## src/rtl/ifu_fetch_if.sv

```systemverilog
`default_nettype none
// ============================================================================
//  Module      : ifu_fetch_if
//  Description : Bundle of the fetch-stage buses. It carries the instruction
//                memory read port, the redirect port and the decode-side
//                output handshake.
//  Modports    : master - the fetch stage (drives imem_req/addr and out_*)
//                slave  - the environment (memory, branch unit, decode)
//  Parameters  : PC_W (PC width), INSTR_W (instruction width)
//  Revision    : 1.0  initial release
// ============================================================================
interface ifu_fetch_if #(
    parameter int PC_W    = 8,
    parameter int INSTR_W = 16
);
    logic               imem_req;
    logic [PC_W-1:0]    imem_addr;
    logic               imem_rvalid;
    logic [INSTR_W-1:0] imem_rdata;
    logic               redirect_valid;
    logic [PC_W-1:0]    redirect_pc;
    logic               out_valid;
    logic               out_ready;
    logic [INSTR_W-1:0] out_instr;
    logic [PC_W-1:0]    out_pc;
    logic [5:0]         out_opcode;

    modport master (
        output imem_req, imem_addr, out_valid, out_instr, out_pc, out_opcode,
        input  imem_rvalid, imem_rdata, redirect_valid, redirect_pc, out_ready
    );

    modport slave (
        input  imem_req, imem_addr, out_valid, out_instr, out_pc, out_opcode,
        output imem_rvalid, imem_rdata, redirect_valid, redirect_pc, out_ready
    );
endinterface
`default_nettype wire

```

## src/rtl/ifu_fetch.sv

```systemverilog
`default_nettype none
// ============================================================================
//  Module      : ifu_fetch
//  Description : Instruction fetch stage. Owns the word-addressed PC, keeps at
//                most one instruction-memory read outstanding, buffers
//                returned words in a 2-entry queue and presents the head word
//                with its PC and 6-bit opcode to decode. A redirect flushes
//                the queue and drops any in-flight response.
//  Ports       : clk    - clock, rising edge
//                rst_n  - asynchronous active-low reset
//                bus    - ifu_fetch_if.master (imem read port, redirect port,
//                         decode output handshake)
//  Config      : IFU_HALT_EN - when defined, a kept word with opcode 6'b111111
//                stops fetching (HALTED) until a redirect or reset.
//  Revision    : 1.0  initial release
// ============================================================================
module ifu_fetch #(
    parameter int              PC_W     = 8,
    parameter int              INSTR_W  = 16,
    parameter logic [PC_W-1:0] RESET_PC = '0
) (
    input  wire logic    clk,
    input  wire logic    rst_n,
    ifu_fetch_if.master  bus
);

`ifdef IFU_HALT_EN
    typedef enum logic [1:0] {
        S_IDLE    = 2'd0,
        S_WAIT    = 2'd1,
        S_DISCARD = 2'd2,
        S_HALTED  = 2'd3
    } state_t;
    localparam logic [5:0] C_HALT_OPC = 6'b111111;
`else
    typedef enum logic [1:0] {
        S_IDLE    = 2'd0,
        S_WAIT    = 2'd1,
        S_DISCARD = 2'd2
    } state_t;
`endif

    state_t             r_state;
    logic [PC_W-1:0]    r_pc;
    logic [PC_W-1:0]    r_req_addr;     // address of the outstanding read
    logic [PC_W-1:0]    r_q_pc   [0:1]; // slot 0 is always the head
    logic [INSTR_W-1:0] r_q_data [0:1];
    logic [1:0]         r_count;

    logic               w_kept;
    logic               w_pop;
    logic [1:0]         w_occ_next;
    logic               w_halt_word;
    logic               w_issue_ok;
    logic               w_req;

    // A response is only kept while waiting on a live read and not redirected.
    assign w_kept     = bus.imem_rvalid && (r_state == S_WAIT) && !bus.redirect_valid;
    assign w_pop      = (r_count != 2'd0) && bus.out_ready && !bus.redirect_valid;
    assign w_occ_next = r_count + {1'b0, w_kept} - {1'b0, w_pop};

`ifdef IFU_HALT_EN
    assign w_halt_word = w_kept && (bus.imem_rdata[INSTR_W-1 -: 6] == C_HALT_OPC);
`else
    assign w_halt_word = 1'b0;
`endif

    // A new read may overlap the cycle in which the previous one returns.
    assign w_issue_ok = (r_state == S_IDLE) || ((r_state == S_WAIT) && bus.imem_rvalid);

    // Issue only if the word can be guaranteed a queue slot when it returns;
    // rst_n gates the request so nothing is issued while reset is held.
    assign w_req = rst_n && w_issue_ok && !bus.redirect_valid
                 && (w_occ_next <= 2'd1) && !w_halt_word;

    assign bus.imem_req   = w_req;
    assign bus.imem_addr  = r_pc;
    assign bus.out_valid  = (r_count != 2'd0);
    assign bus.out_instr  = r_q_data[0];
    assign bus.out_pc     = r_q_pc[0];
    assign bus.out_opcode = r_q_data[0][INSTR_W-1 -: 6];

    always_ff @(posedge clk or negedge rst_n) begin
        if (!rst_n) begin
            r_state     <= S_IDLE;
            r_pc        <= RESET_PC;
            r_req_addr  <= '0;
            r_q_pc[0]   <= '0;
            r_q_pc[1]   <= '0;
            r_q_data[0] <= '0;
            r_q_data[1] <= '0;
            r_count     <= 2'd0;
        end else if (bus.redirect_valid) begin
            r_pc    <= bus.redirect_pc;
            r_count <= 2'd0;
            // A read still in flight must be swallowed when it returns.
            if (((r_state == S_WAIT) || (r_state == S_DISCARD)) && !bus.imem_rvalid)
                r_state <= S_DISCARD;
            else
                r_state <= S_IDLE;
        end else begin
            if (w_req) begin
                r_pc       <= r_pc + PC_W'(1);
                r_req_addr <= r_pc;
            end

            case ({w_kept, w_pop})
                2'b10: begin
                    r_q_pc[r_count[0]]   <= r_req_addr;
                    r_q_data[r_count[0]] <= bus.imem_rdata;
                    r_count              <= r_count + 2'd1;
                end
                2'b01: begin
                    r_q_pc[0]   <= r_q_pc[1];
                    r_q_data[0] <= r_q_data[1];
                    r_count     <= r_count - 2'd1;
                end
                2'b11: begin
                    if (r_count == 2'd1) begin
                        r_q_pc[0]   <= r_req_addr;
                        r_q_data[0] <= bus.imem_rdata;
                    end else begin
                        r_q_pc[0]   <= r_q_pc[1];
                        r_q_data[0] <= r_q_data[1];
                        r_q_pc[1]   <= r_req_addr;
                        r_q_data[1] <= bus.imem_rdata;
                    end
                end
                default: ;
            endcase

            case (r_state)
                S_IDLE: begin
                    if (w_req) r_state <= S_WAIT;
                end
                S_WAIT: begin
                    if (bus.imem_rvalid) begin
`ifdef IFU_HALT_EN
                        if (w_halt_word)
                            r_state <= S_HALTED;
                        else
`endif
                        r_state <= w_req ? S_WAIT : S_IDLE;
                    end
                end
                S_DISCARD: begin
                    if (bus.imem_rvalid) r_state <= S_IDLE;
                end
`ifdef IFU_HALT_EN
                S_HALTED: r_state <= S_HALTED;
`endif
                default: r_state <= S_IDLE;
            endcase
        end
    end

endmodule
`default_nettype wire
```

## src/flat_wrapper.sv

```systemverilog
// flat-port wrapper written by rule: the top's interface ports become plain ports
module ifu_fetch_flat 
#(
    parameter int              PC_W     = 8,
    parameter int              INSTR_W  = 16,
    parameter logic [PC_W-1:0] RESET_PC = '0
)
  (clk, rst_n, bus_imem_req, bus_imem_addr, bus_out_valid, bus_out_instr, bus_out_pc, bus_out_opcode, bus_imem_rvalid, bus_imem_rdata, bus_redirect_valid, bus_redirect_pc, bus_out_ready);
  ifu_fetch_if #(.PC_W(PC_W), .INSTR_W(INSTR_W)) bus_i ();
  input  wire logic clk;
  input  wire logic rst_n;
  output wire logic [$bits(bus_i.imem_req)-1:0] bus_imem_req;
  output wire logic [$bits(bus_i.imem_addr)-1:0] bus_imem_addr;
  output wire logic [$bits(bus_i.out_valid)-1:0] bus_out_valid;
  output wire logic [$bits(bus_i.out_instr)-1:0] bus_out_instr;
  output wire logic [$bits(bus_i.out_pc)-1:0] bus_out_pc;
  output wire logic [$bits(bus_i.out_opcode)-1:0] bus_out_opcode;
  input wire logic [$bits(bus_i.imem_rvalid)-1:0] bus_imem_rvalid;
  input wire logic [$bits(bus_i.imem_rdata)-1:0] bus_imem_rdata;
  input wire logic [$bits(bus_i.redirect_valid)-1:0] bus_redirect_valid;
  input wire logic [$bits(bus_i.redirect_pc)-1:0] bus_redirect_pc;
  input wire logic [$bits(bus_i.out_ready)-1:0] bus_out_ready;
  assign bus_imem_req = bus_i.imem_req;
  assign bus_imem_addr = bus_i.imem_addr;
  assign bus_out_valid = bus_i.out_valid;
  assign bus_out_instr = bus_i.out_instr;
  assign bus_out_pc = bus_i.out_pc;
  assign bus_out_opcode = bus_i.out_opcode;
  assign bus_i.imem_rvalid = bus_imem_rvalid;
  assign bus_i.imem_rdata = bus_imem_rdata;
  assign bus_i.redirect_valid = bus_redirect_valid;
  assign bus_i.redirect_pc = bus_redirect_pc;
  assign bus_i.out_ready = bus_out_ready;
  ifu_fetch #(.PC_W(PC_W), .INSTR_W(INSTR_W), .RESET_PC(RESET_PC)) u_core (.clk(clk), .rst_n(rst_n), .bus(bus_i));
endmodule
```

## config.mk

```make
export PLATFORM = sky130hd
export DESIGN_NAME = ifu_fetch_flat
export DESIGN_NICKNAME = d
export VERILOG_FILES = /design/src/rtl/ifu_fetch_if.sv /design/src/rtl/ifu_fetch.sv /design/src/flat_wrapper.sv
export SDC_FILE = /design/constraint.sdc
export NUM_CORES = 1
export LEC_CHECK = 0
export CELL_PAD_IN_SITES_DETAIL_PLACEMENT = 0
export CELL_PAD_IN_SITES_GLOBAL_PLACEMENT = 1
export CORE_MARGIN = 1
export CORE_UTILIZATION = 45
export CTS_BUF_LIST = sky130_fd_sc_hd__clkbuf_4
export CTS_CLUSTER_DIAMETER = 40
export DETAILED_ROUTE_END_ITERATION = 12
export PLACE_DENSITY_LB_ADDON = 0.1
export SLEW_MARGIN = 20
export SYNTH_ARGS = -nofsm -noshare
export SYNTH_HDL_FRONTEND = slang
export SYNTH_SLANG_ARGS = --single-unit
```

## constraint.sdc

```tcl
create_clock -name clk -period 9.7 [get_ports clk]
set_input_delay 0.97 -clock clk [delete_from_list [all_inputs] [get_ports clk]]
set_output_delay 0.97 -clock clk [all_outputs]
set_load 0.1 [all_outputs]
```

==> results by group <==
Yosys
  – Mapped Area: 3620 µm²
  – Register area share after synthesis: 47.1%
  – #FFs+latches synth: a little under 70
  – Syn Nets: around 400
  – Dominant cell type by area after synthesis: dfrtp_1
  – Syn Area/Cell: approximately 9.9 µm²
  – YS warnings: 0
  – Synth unique cells: 39
  – Post-synthesis cell count: 366
  – Yosys top cell area share: a little under half
  – Top cells by area, synth: dfrtp_1, mux2_2, buf_4, nor2_1, o41ai_1

Timing
  – FMAX: approximately 160 MHz
  – Skew final: around 0.010 ns
  – Count of final hold-check violations: 0
  – Max Slew Vio Count: 0
  – Final setup violating endpoints: 0
  – Slew at the pin closest to its max-slew limit: 1.03 ns
  – RSZ-0062 raised after global routing: no
  – Final hold slack: a little under 0.5 ns
  – Setup_tns: 0 ns
  – Rel. slew slack: a little under a third
  – Fin crit period: between 6 and 7 ns
  – Final period util: a little under two thirds

Floorplanning
  – CORE AREA: around 7800 µm²
  – Top-Level Pins: 69
  – Starting density of the core: a little under half
  – Die extent in x: just over 90 µm
  – FP Rows: 32
  – Die area: approximately 8400 µm²
  – Die Span Y: between 90 and 100 µm

Worst setup path
  – Worst Path Arrival: about 5.2 ns
  – Reg2reg end: u_core.r_req_addr[1]
  – CP peak stage delay: ~1.1 ns
  – Top cell by count, worst path: ha_1
  – Crit. Startpoint: u_core.r_count[0]
  – CP Launch Type: flop
  – Worst Setup End Kind: output port
  – Maximum fanout along the worst path: 28
  – CP max-delay cell: clkdlybuf4s50_1
  – FF-to-FF path depth: 10
  – Setup slack, reg-to-reg: 5.57 ns
  – R2R Path Start: u_core.r_count[0]
  – Critical path required time: roughly 8.7 ns
  – Crit path kind: flop to output port
  – Critical-path cell list: clkinv_1 > ha_1 > nor3b_4 > buf_4 > ha_1 > and4bb_1 > xnor2_2 > or4_4 > clkinv_4 > clkdlybuf4s50_1

Final layout
  – Area grow syn2layout: 18.2%
  – Share of cells above drive strength 1: between 10% and 20%
  – Final net count: roughly 440
  – Final instance area: between 4000 and 5000 µm²
  – Antenna Cells: 0

Run
  – Maximum capacitance violations: 0

Placement
  – # port buffers: a little under 70
  – Routability cong.: a little over 0.8
  – Post-DP HPWL: 4770 µm
  – Dpl cell area: 4130 µm²

Clock network
  – Root Driver: clkbuf_4
  – Clock transition at path regs: 0.10 ns
  – Clock Tree Buf Depth: 2
  – Post-CTS Hold Buffers: 0
  – Num Clock Sinks: between 60 and 70
  – CTS buffer count: 9
  – Clk_lat worst skew: between 0.3 and 0.4 ns
  – # Post-CTS Setup Buffers: 0
  – # resized after CTS: 0
  – CTS tree: built
  – Deepest level of the CTS H-tree: 3

Drt
  – Detailed Route WL: 7470 µm
  – Vias: about 2700
  – Initial drt markers: around 120
  – Number of iterations in the first detailed-routing pass: 4
  – DRC: 0
  – Remaining antenna violation count: 0
  – Drt via density: 5.36
  – Wire per inst: roughly 15 µm

GRT
  – Total GRT Usage: 19.0%
  – First-pass GRT wire length: roughly 13000 µm
  – Initial antenna violation count: 0
  – Grt ovf: 0
  – Number of global-route vias before repair: about 2600
  – Largest net degree at the start of global routing: 52

Run status
  – Status: complete, no violations

Min path
  – Hold Path Cell Cnt: 2
  – HP Start: u_core.bus.out_instr[8]
  – Hold Crit Endpoint: u_core.bus.out_instr[8]
  – Hold WC Path Type: flop to flop
## final cells by class
cell class              count  area [µm²]
clock inverters             6        80.1
repair buffers             72         706
well taps                 102         128
fillers                   728        3490
clock buffers               9        67.6
flip-flops and latches     68        1700
inverters                  12        50.0
multi-input cells         235        1540
## cells by family (layout without fill, tap and decap cells)
logic type | after synthesis | after routing | synth area share (%)
adders and majority gates | 8 | 8 | 2.77
and+or+nand+nor | 118 | 118 | 14.6
muxes | 34 | 34 | 10.6
AOI/OAI and AO/OA | 71 | 71 | 13.5
xor gates and xnor gates | 4 | 4 | 1.18
buffers and inverters | 63 | 99 | 10.3
DFF | 68 | 68 | 47.1
## metal layers
metal	wire, µm	vias to the layer above	track usage, %
met4	80	0	7.28
li1	-	1332	-
met1	3730	1296	26.6
met5	0	-	0
met2	3340	64	29.4
met3	317	7	3.15
## sequential cells by signal, indices dropped and copies added (netlist names)
name and count:
u_core.r_count 2, u_core.bus.imem_addr 8, u_core.r_req_addr 8, u_core.bus.out_instr 16, u_core.r_state 2, u_core.r_q_data 16, u_core.bus.out_pc 8, u_core.r_q_pc 8
## critical path: cells and delay by family (launching register included)
kind                       cells  cell delay (ns)
DFF                            1             0.42
xor gates and xnor gates       1             0.21
adders and majority gates      2             0.89
and+or+nand+nor                3             0.99
buffers and inverters          4             2.30
## stage by stage
stage / cells / setup WS [ns] / util [%]
after floorplan: 366 / 5.67 / -
final: 504 / 3.51 / 55.0
after global placement: 489 / 3.83 / 53.1
after global routing: 504 / 3.31 / 55.0
after detailed placement: 489 / 3.78 / 53.1
after CTS: 504 / 3.49 / 55.0
## cell usage after synthesis
| library cell | n |
|---|---|
| a31oi_1 | 4 |
| mux2_1 | 8 |
| nor3b_4 | 1 |
| nor2_1 | 57 |
| ha_1 | 8 |
| a211o_1 | 1 |
| xnor2_2 | 1 |
| dfrtp_1 | 68 |
| clkbuf_1 | 13 |
| or3_1 | 2 |
| o21ai_0 | 3 |
| o211ai_1 | 6 |
| a32oi_1 | 1 |
| and3b_1 | 1 |
| or4_1 | 5 |
| mux2_2 | 26 |
| buf_4 | 32 |
| o311ai_0 | 1 |
| a21o_1 | 1 |
| a21oi_1 | 27 |
| clkinv_4 | 1 |
| o31ai_1 | 3 |
| buf_6 | 1 |
| nor2b_1 | 1 |
| xnor2_1 | 3 |
| and4bb_1 | 1 |
| and2_1 | 1 |
| o41ai_1 | 24 |
| buf_1 | 1 |
| or4_4 | 1 |
| nand2_1 | 36 |
| inv_1 | 10 |
| clkbuf_2 | 1 |
| nand2b_1 | 1 |
| clkinv_1 | 1 |
| nand3_1 | 8 |
| nand4_1 | 2 |
| buf_2 | 3 |
| nor4_1 | 1 |
## layout by cell type (no fill, tap or decap), types with 6 or more instances in the layout
| master | Yosys | routed |
|---|---|---|
| a21oi_1 | 27 | 27 |
| clkbuf_4 | 0 | 9 |
| clkdlybuf4s50_1 | 0 | 67 |
| dfrtp_1 | 68 | 68 |
| ha_1 | 8 | 8 |
| inv_1 | 10 | 10 |
| mux2_1 | 8 | 8 |
| mux2_2 | 26 | 26 |
| nand2_1 | 36 | 36 |
| nand3_1 | 8 | 8 |
| nor2_1 | 57 | 57 |
| o211ai_1 | 6 | 6 |
| o41ai_1 | 24 | 24 |
## worst max path at each step
stage	endpoint	slack (ns)	cells past startpoint
detailed placement	bus_imem_req	3.78	9
floorplan	bus_imem_req	5.67	8
finish	bus_imem_req	3.51	10
global route	bus_imem_req	3.31	10
global placement	bus_imem_req	3.83	9
CTS	bus_imem_req	3.49	10
Power is not shown: default switching activity piles up to over one toggle a cycle in this logic, so the estimate is an artifact.
